`src/rtl/ibex_pkg.sv`:
```
// Shared types for the operand fetch stage: FSM state encoding and the per-source
// resolution helper used by ibex_operand_fetch.
package ibex_pkg;

    typedef enum logic [0:0] {
        OF_IDLE,
        OF_STALL
    } opfetch_state_e;

    localparam logic [4:0] REG_X0 = 5'd0;

    typedef struct packed {
        logic [31:0] data;
        logic        hazard;
    } operand_res_t;

    // Priority: int x0, same-file writeback bypass, pending write, register file.
    function automatic operand_res_t resolve_operand(
        input logic [4:0]  addr,
        input logic        is_fp,
        input logic        wb_we,
        input logic [4:0]  wb_addr,
        input logic [31:0] wb_data,
        input logic        sb_bit,
        input logic [31:0] rf_data
    );
        operand_res_t res;
        res.data   = rf_data;
        res.hazard = 1'b0;
        if (!is_fp && (addr == REG_X0)) begin
            res.data = '0;
        end else if (wb_we && (wb_addr == addr)) begin
            res.data = wb_data;
        end else if (sb_bit) begin
            res.hazard = 1'b1;
        end
        return res;
    endfunction

endpackage

```
`src/rtl/ibex_reg_scoreboard.sv`:
```
// Per-register pending-write scoreboard: one bit per architectural register,
// set on issue and cleared on writeback, with set taking priority.
module ibex_reg_scoreboard #(
    parameter bit MaskX0 = 1'b1
) (
    input  logic        clk_i,
    input  logic        rst_ni,
    input  logic        set_i,
    input  logic [4:0]  set_addr_i,
    input  logic        clr_i,
    input  logic [4:0]  clr_addr_i,
    output logic [31:0] sb_o,
    output logic        any_o
);

    logic [31:0] sb_d, sb_q;
    logic        any_q;

    always_comb begin
        sb_d = sb_q;
        if (clr_i) sb_d[clr_addr_i] = 1'b0;
        if (set_i) sb_d[set_addr_i] = 1'b1;
        if (MaskX0) sb_d[0] = 1'b0;
    end

    // any_q tracks the next state so it stays aligned with sb_q.
    always_ff @(posedge clk_i or negedge rst_ni) begin
        if (!rst_ni) begin
            sb_q  <= '0;
            any_q <= 1'b0;
        end else begin
            sb_q  <= sb_d;
            any_q <= |sb_d;
        end
    end

    assign sb_o  = sb_q;
    assign any_o = any_q;

endmodule

```
`src/rtl/ibex_operand_fetch.sv`:
```
// Operand fetch: reads int/FP register files, tracks pending writes, bypasses writeback
// and presents resolved operands in a valid/ready slot. IBEX_OPFETCH_PERF_EN adds a stall counter.
module ibex_operand_fetch
    import ibex_pkg::*;
#(
    parameter bit RegFileFP = 1'b1,
    parameter bit ResetAll  = 1'b0
) (
    input  logic        clk_i,
    input  logic        rst_ni,
    input  logic        instr_valid_i,
    output logic        instr_ready_o,
    input  logic [4:0]  rs1_addr_i,
    input  logic [4:0]  rs2_addr_i,
    input  logic        rs1_is_fp_i,
    input  logic        rs2_is_fp_i,
    input  logic [4:0]  rd_addr_i,
    input  logic        rd_we_i,
    input  logic        rd_is_fp_i,
    output logic [4:0]  rf_raddr_a_o,
    input  logic [31:0] rf_rdata_a_i,
    output logic [4:0]  rf_raddr_b_o,
    input  logic [31:0] rf_rdata_b_i,
    output logic [4:0]  rf_fp_raddr_a_o,
    input  logic [31:0] rf_fp_rdata_a_i,
    output logic [4:0]  rf_fp_raddr_b_o,
    input  logic [31:0] rf_fp_rdata_b_i,
    input  logic [4:0]  rf_waddr_wb_i,
    input  logic [31:0] rf_wdata_wb_i,
    input  logic        rf_we_int_wb_i,
    input  logic        rf_we_fp_wb_i,
    output logic        op_valid_o,
    input  logic        op_ready_i,
    output logic [31:0] op_a_o,
    output logic [31:0] op_b_o,
    output logic [4:0]  op_rd_o,
    output logic        op_rd_we_o,
    output logic        op_rd_is_fp_o,
    output logic        busy_o
`ifdef IBEX_OPFETCH_PERF_EN
    ,
    output logic [15:0] perf_stall_cycles_o
`endif
);

    opfetch_state_e state_q;
    logic           op_valid_q;
    logic [31:0]    op_a_q, op_b_q;
    logic [4:0]     op_rd_q;
    logic           op_rd_we_q, op_rd_is_fp_q;

    logic           rs1_fp, rs2_fp, rd_fp, we_fp_wb;
    logic [31:0]    int_sb, fp_sb;
    logic           int_any, fp_any;
    operand_res_t   res_a, res_b;
    logic           hazard, slot_free, capture;

    // Without an FP file every FP select collapses onto the integer file.
    assign rs1_fp   = RegFileFP & rs1_is_fp_i;
    assign rs2_fp   = RegFileFP & rs2_is_fp_i;
    assign rd_fp    = RegFileFP & rd_is_fp_i;
    assign we_fp_wb = RegFileFP & rf_we_fp_wb_i;

    assign rf_raddr_a_o    = rs1_addr_i;
    assign rf_raddr_b_o    = rs2_addr_i;
    assign rf_fp_raddr_a_o = RegFileFP ? rs1_addr_i : 5'd0;
    assign rf_fp_raddr_b_o = RegFileFP ? rs2_addr_i : 5'd0;

    always_comb begin
        res_a = resolve_operand(rs1_addr_i, rs1_fp, rs1_fp ? we_fp_wb : rf_we_int_wb_i,
                                rf_waddr_wb_i, rf_wdata_wb_i,
                                rs1_fp ? fp_sb[rs1_addr_i] : int_sb[rs1_addr_i],
                                rs1_fp ? rf_fp_rdata_a_i : rf_rdata_a_i);
        res_b = resolve_operand(rs2_addr_i, rs2_fp, rs2_fp ? we_fp_wb : rf_we_int_wb_i,
                                rf_waddr_wb_i, rf_wdata_wb_i,
                                rs2_fp ? fp_sb[rs2_addr_i] : int_sb[rs2_addr_i],
                                rs2_fp ? rf_fp_rdata_b_i : rf_rdata_b_i);
        hazard        = res_a.hazard | res_b.hazard;
        slot_free     = ~op_valid_q | op_ready_i;
        instr_ready_o = slot_free & ~(instr_valid_i & hazard);
        capture       = instr_valid_i & instr_ready_o;
    end

    // Sources are resolved against sb_q, so an rd that equals a source is not self-blocking.
    ibex_reg_scoreboard #(
        .MaskX0(1'b1)
    ) u_int_sb (
        .clk_i      (clk_i),
        .rst_ni     (rst_ni),
        .set_i      (capture & rd_we_i & ~rd_fp),
        .set_addr_i (rd_addr_i),
        .clr_i      (rf_we_int_wb_i),
        .clr_addr_i (rf_waddr_wb_i),
        .sb_o       (int_sb),
        .any_o      (int_any)
    );

    if (RegFileFP) begin : g_fp_sb
        ibex_reg_scoreboard #(
            .MaskX0(1'b0)
        ) u_fp_sb (
            .clk_i      (clk_i),
            .rst_ni     (rst_ni),
            .set_i      (capture & rd_we_i & rd_fp),
            .set_addr_i (rd_addr_i),
            .clr_i      (we_fp_wb),
            .clr_addr_i (rf_waddr_wb_i),
            .sb_o       (fp_sb),
            .any_o      (fp_any)
        );
    end else begin : g_no_fp_sb
        assign fp_sb  = '0;
        assign fp_any = 1'b0;
    end

    assign busy_o = int_any | fp_any;

    always_ff @(posedge clk_i or negedge rst_ni) begin
        if (!rst_ni) begin
            state_q    <= OF_IDLE;
            op_valid_q <= 1'b0;
        end else begin
            unique case (state_q)
                OF_IDLE:  if (instr_valid_i && hazard) state_q <= OF_STALL;
                OF_STALL: if (capture || !instr_valid_i) state_q <= OF_IDLE;
                default:  state_q <= OF_IDLE;
            endcase
            if (capture) begin
                op_valid_q <= 1'b1;
            end else if (op_ready_i) begin
                op_valid_q <= 1'b0;
            end
        end
    end

    if (ResetAll) begin : g_data_rst
        always_ff @(posedge clk_i or negedge rst_ni) begin
            if (!rst_ni) begin
                op_a_q        <= '0;
                op_b_q        <= '0;
                op_rd_q       <= '0;
                op_rd_we_q    <= 1'b0;
                op_rd_is_fp_q <= 1'b0;
            end else if (capture) begin
                op_a_q        <= res_a.data;
                op_b_q        <= res_b.data;
                op_rd_q       <= rd_addr_i;
                op_rd_we_q    <= rd_we_i;
                op_rd_is_fp_q <= rd_fp;
            end
        end
    end else begin : g_data_nort
        always_ff @(posedge clk_i) begin
            if (capture) begin
                op_a_q        <= res_a.data;
                op_b_q        <= res_b.data;
                op_rd_q       <= rd_addr_i;
                op_rd_we_q    <= rd_we_i;
                op_rd_is_fp_q <= rd_fp;
            end
        end
    end

    assign op_valid_o    = op_valid_q;
    assign op_a_o        = op_a_q;
    assign op_b_o        = op_b_q;
    assign op_rd_o       = op_rd_q;
    assign op_rd_we_o    = op_rd_we_q;
    assign op_rd_is_fp_o = op_rd_is_fp_q;

`ifdef IBEX_OPFETCH_PERF_EN
    logic [15:0] perf_q;

    always_ff @(posedge clk_i or negedge rst_ni) begin
        if (!rst_ni) begin
            perf_q <= '0;
        end else if ((state_q == OF_STALL) && (perf_q != 16'hFFFF)) begin
            perf_q <= perf_q + 16'd1;
        end
    end

    assign perf_stall_cycles_o = perf_q;
`endif

endmodule
```
`config.mk`:
```
export PLATFORM = sky130hd
export DESIGN_NAME = ibex_operand_fetch
export DESIGN_NICKNAME = d
export VERILOG_FILES = /design/src/rtl/ibex_pkg.sv /design/src/rtl/ibex_reg_scoreboard.sv /design/src/rtl/ibex_operand_fetch.sv
export SDC_FILE = /design/constraint.sdc
export NUM_CORES = 1
export LEC_CHECK = 0
export ABC_AREA = 1
export ABC_CLOCK_PERIOD_IN_PS = 3000
export CAP_MARGIN = 10
export CORE_MARGIN = 5
export CORE_UTILIZATION = 43
export DETAILED_ROUTE_END_ITERATION = 12
export PLACE_DENSITY = 0.77
export SLEW_MARGIN = 0
export SYNTH_ARGS = -nofsm -noshare
export SYNTH_HDL_FRONTEND = slang
export SYNTH_HIERARCHICAL = 1
export SYNTH_SLANG_ARGS = --single-unit
```
`constraint.sdc`:
```
create_clock -name clk_i -period 3 [get_ports clk_i]
set_input_delay 0.6 -clock clk_i [delete_from_list [all_inputs] [get_ports clk_i]]
set_output_delay 0.6 -clock clk_i [all_outputs]
set_load 0.005 [all_outputs]
```
==> impl_results.rst <==
.. list-table::
   :header-rows: 1

   * - Metric
     - Value
   * - Synthesized area divided by synthesized cell count
     - 6.919 um2
   * - Num rows
     - 53
   * - Rel. slew slack
     - 0.5351
   * - Crit path time final
     - 2.855 ns
   * - CTS H-tree depth
     - 4
   * - Core footprint
     - 0.02109 mm2
   * - Critical path data required time
     - 3.36 ns
   * - Number of sinks driven by the clock tree
     - 137
   * - Crit path max-delay family
     - simple AND/OR/NAND/NOR gates
   * - Antenna Violating Nets Remaining
     - 0
   * - MaxCap Viol Count
     - 0
   * - Clock transition at path regs
     - 0.07 ns
   * - Crit path buf inv count
     - 4
   * - Largest net degree at the start of global routing
     - 67
   * - Signed area change from the synthesized netlist to the final layout
     - 48.31%
   * - Most used cells in the layout excluding fill and tap cells
     - sky130_fd_sc_hd__nand2_1 (362), sky130_fd_sc_hd__clkdlybuf4s50_1 (263), sky130_fd_sc_hd__nor2_1 (246)
   * - Met1 Use GR
     - 0.3708
   * - I/O pin count
     - 284
   * - YS warnings
     - 6
   * - Estimated wirelength of the detail-placed design
     - 28530 um
   * - Source-to-sink clock delay at the later pin of the worst-skew pair
     - 0.43 ns
   * - Cell area after synthesis
     - 0.009236 mm2
   * - DIE HEIGHT
     - 156.6 um
   * - Clock skew after layout
     - 0.01570 ns
   * - Wire length reported by the detailed router
     - 37280 um
   * - Sequential element share of the synthesized area
     - 0.4096
   * - Final setup violation count
     - 0
   * - Reg-to-reg slack, setup
     - 0.39 ns
   * - Global route total overflow
     - 0
   * - Arrival time of the worst setup path
     - 3.22 ns
   * - Number of non-filler instances in the completed layout
     - 1985
   * - Pre-antenna DRT Iters
     - 5
   * - Cell at the slowest stage of the critical path
     - sky130_fd_sc_hd__clkdlybuf4s50_1
   * - CTS tree
     - built
   * - Slowest Stage Delay on Critical Path
     - 0.43 ns
   * - Max IR drop VDD
     - 394.6 uV
   * - Slew @ Worst Pin
     - 0.6973 ns
   * - Leading cell type in the layout, fill and taps excluded
     - sky130_fd_sc_hd__nand2_1
   * - Vias in the first global route
     - 9893
   * - Starting Density
     - 0.4380
   * - Syn nets
     - 1525
   * - Number of DRC violations after detailed routing
     - 0
   * - Wire length of the first global-routing pass
     - 55180 um
   * - Routability congestion estimate
     - 0.9948
   * - Number of hold-slack violations in the final timing report
     - 0
   * - Cell area power density
     - 452.7 mW/mm2
   * - Die area
     - 0.02451 mm2
   * - Cell accounting for the most synthesized area
     - sky130_fd_sc_hd__edfxtp_1
   * - Overall track demand over capacity in global routing
     - 0.2920
   * - Number of antenna violations at the first check in global routing
     - 3
   * - DRC violation total after the first TritonRoute iteration
     - 1085
   * - Drt wl/cell
     - 18.78 um
   * - Peak fanout along the critical path
     - 4
   * - Sequence of cells on the critical path
     - clkdlybuf4s50_1 -> xor2_1 -> a211oi_1 -> buf_4 -> nand3_2 -> nand2_1 -> inv_1 -> nand3_2 -> nand4_4 -> nor3_2 -> nand3_1 -> buf_4 -> nor2_1 -> nor2_1 -> nand2_1 -> nor2_1 -> nand2_1 -> nor2_1 -> nand2_1
   * - Setup TNS after final layout
     - 0 ns
   * - Detailed-route vias per instance
     - 5.213
   * - Placed Cells incl. Taps
     - 1945
   * - F_max
     - 0.3502 GHz
   * - Cts bufs inserted
     - 17
   * - Clock root buffer
     - sky130_fd_sc_hd__clkbuf_16
   * - Total vias in the final route
     - 10350
   * - Fill cell instance count of the final layout
     - 1891
   * - Synthesized instance count
     - 1335
   * - Yosys reg bits
     - 137
   * - Share of final-layout standard cells stronger than drive strength 1
     - 0.1377
   * - Crit start category
     - input pin
   * - Longest Clk Path Bufs
     - 2
   * - Final-stage net count
     - 1883
   * - RSZ-0062 raised after global routing
     - false
   * - Run status
     - finished clean
   * - Routing usage on met2
     - 0.4990
   * - Area share of the largest cell type after synthesis
     - 0.2308
   * - Final slew viol count
     - 0
   * - Port buffer count
     - 283
   * - Crit. End Element
     - register
   * - Leading cell types by total area after synthesis
     - sky130_fd_sc_hd__edfxtp_1 (23%), sky130_fd_sc_hd__dfrtp_1 (18%), sky130_fd_sc_hd__nand2_1 (15%), sky130_fd_sc_hd__nor2_1 (10%), sky130_fd_sc_hd__inv_1 (7.6%)
   * - Period Utilization, post-route
     - 0.9517
   * - Most utilized layer in the global route result
     - met2
   * - Post-synthesis cell type count
     - 38
   * - Met3 track demand over resource
     - 0.05420
   * - Hold WC Path Type
     - in -> async
   * - Leakage power figure
     - 6.422 nW
   * - Die Width
     - 156.6 um
   * - Class of the most critical setup path
     - in -> reg
what timing repair did:
action                                 CTS  global route
resized for setup                       30            18
buffers inserted                         2             0
setup endpoints to repair                9             3
hold buffers                             0             0
endpoints found under the hold margin    0             0
pin swaps                                4             2
cloned                                   0             2
sequential cells by signal, indices dropped and copies added (netlist names):
name and flops:
g_fp_sb.u_fp_sb/sb_o 32, g_fp_sb.u_fp_sb/any_o 1, op_b_o 32, op_valid_o 1, u_int_sb/any_o 1, op_rd_o 5
op_rd_we_o 1, op_rd_is_fp_o 1, u_int_sb/sb_o 31, op_a_o 32
cell usage after synthesis, drive strengths merged:
cell type	instances
a211oi	3
clkbuf	20
o22ai	1
a21oi	30
dfrtp	66
inv	193
xor2	1
a21boi	7
buf	61
o211ai	8
a31oi	44
a311oi	20
clkinv	2
nand4	3
nor3	2
conb	1
nor2	260
o21ai	53
nand3b	2
edfxtp	71
nand2	363
or2	1
nor4	3
nand3	120
routing by layer:
metal / vias to the layer above / routed length (um)
li1: 4953 / -
met1: 4820 / 14620
met2: 495 / 18270
met3: 79 / 3103
met4: 0 / 1294
met5: - / 0
path summary, 6_finish.rpt:
path	start	end	cells after the start
max in group asynchronous	rst_ni	u_int_sb/sb_o[5]$_DFF_PN0_	2
min in group clk_i	g_fp_sb.u_fp_sb/sb_o[0]$_DFF_PN0_	g_fp_sb.u_fp_sb/sb_o[0]$_DFF_PN0_	2
hold / removal	rst_ni	g_fp_sb.u_fp_sb/sb_o[16]$_DFF_PN0_	2
setup / recovery	rs2_addr_i[4]	u_int_sb/any_o$_DFF_PN0_	19
hold reg to reg	g_fp_sb.u_fp_sb/sb_o[0]$_DFF_PN0_	g_fp_sb.u_fp_sb/sb_o[0]$_DFF_PN0_	2
setup reg to reg	u_int_sb/sb_o[1]$_DFF_PN0_	u_int_sb/any_o$_DFF_PN0_	20
stage by stage:
stage	total power [W]	worst slack, ns	utilization	hold WS [ns]	area, um2
after detailed placement	0.004057	-0.6008	0.6185	0.5118	13040
after CTS	0.006212	0.001912	0.6484	0.1955	13670
after global routing	0.006482	0.01638	0.6495	0.2116	13700
after floorplan	0.003135	0.005762	-	0.3044	9278
after global placement	0.004031	-0.6483	0.6185	0.5024	13040
final	0.006200	0.1448	0.6496	0.1846	13700
cells by family (layout without fill, tap and decap cells):
kind of cell,Yosys count,in the layout,synth area share
other,1,5,0.0004060
DFF,137,137,0.4096
buffers and inverters,276,647,0.1347
and+or+nand+nor,754,754,0.3334
xor gates and xnor gates,1,1,0.0009484
AOI/OAI and AO/OA,166,166,0.1210
cell type report:
cell class,instances,area [um2],share of cell area
Antenna cell,4,10.01,0.0007307
Clock buffer,17,425.4,0.03106
Sequential cell,137,3784,0.2762
Clock inverter,15,168.9,0.01233
Multi-Input combinational cell,922,4259,0.3109
Timing Repair Buffer,420,3954,0.2886
Inverter,195,753.2,0.05499
Tap cell,275,344.1,0.02512
power by group:
group	switching (W)	internal, W
Sequential	0.000151	0.00221
Clock	0.000903	0.00124
Combinational	0.000862	0.000832
Total	0.00192	0.00428
Power figures use the tool's default switching activity.
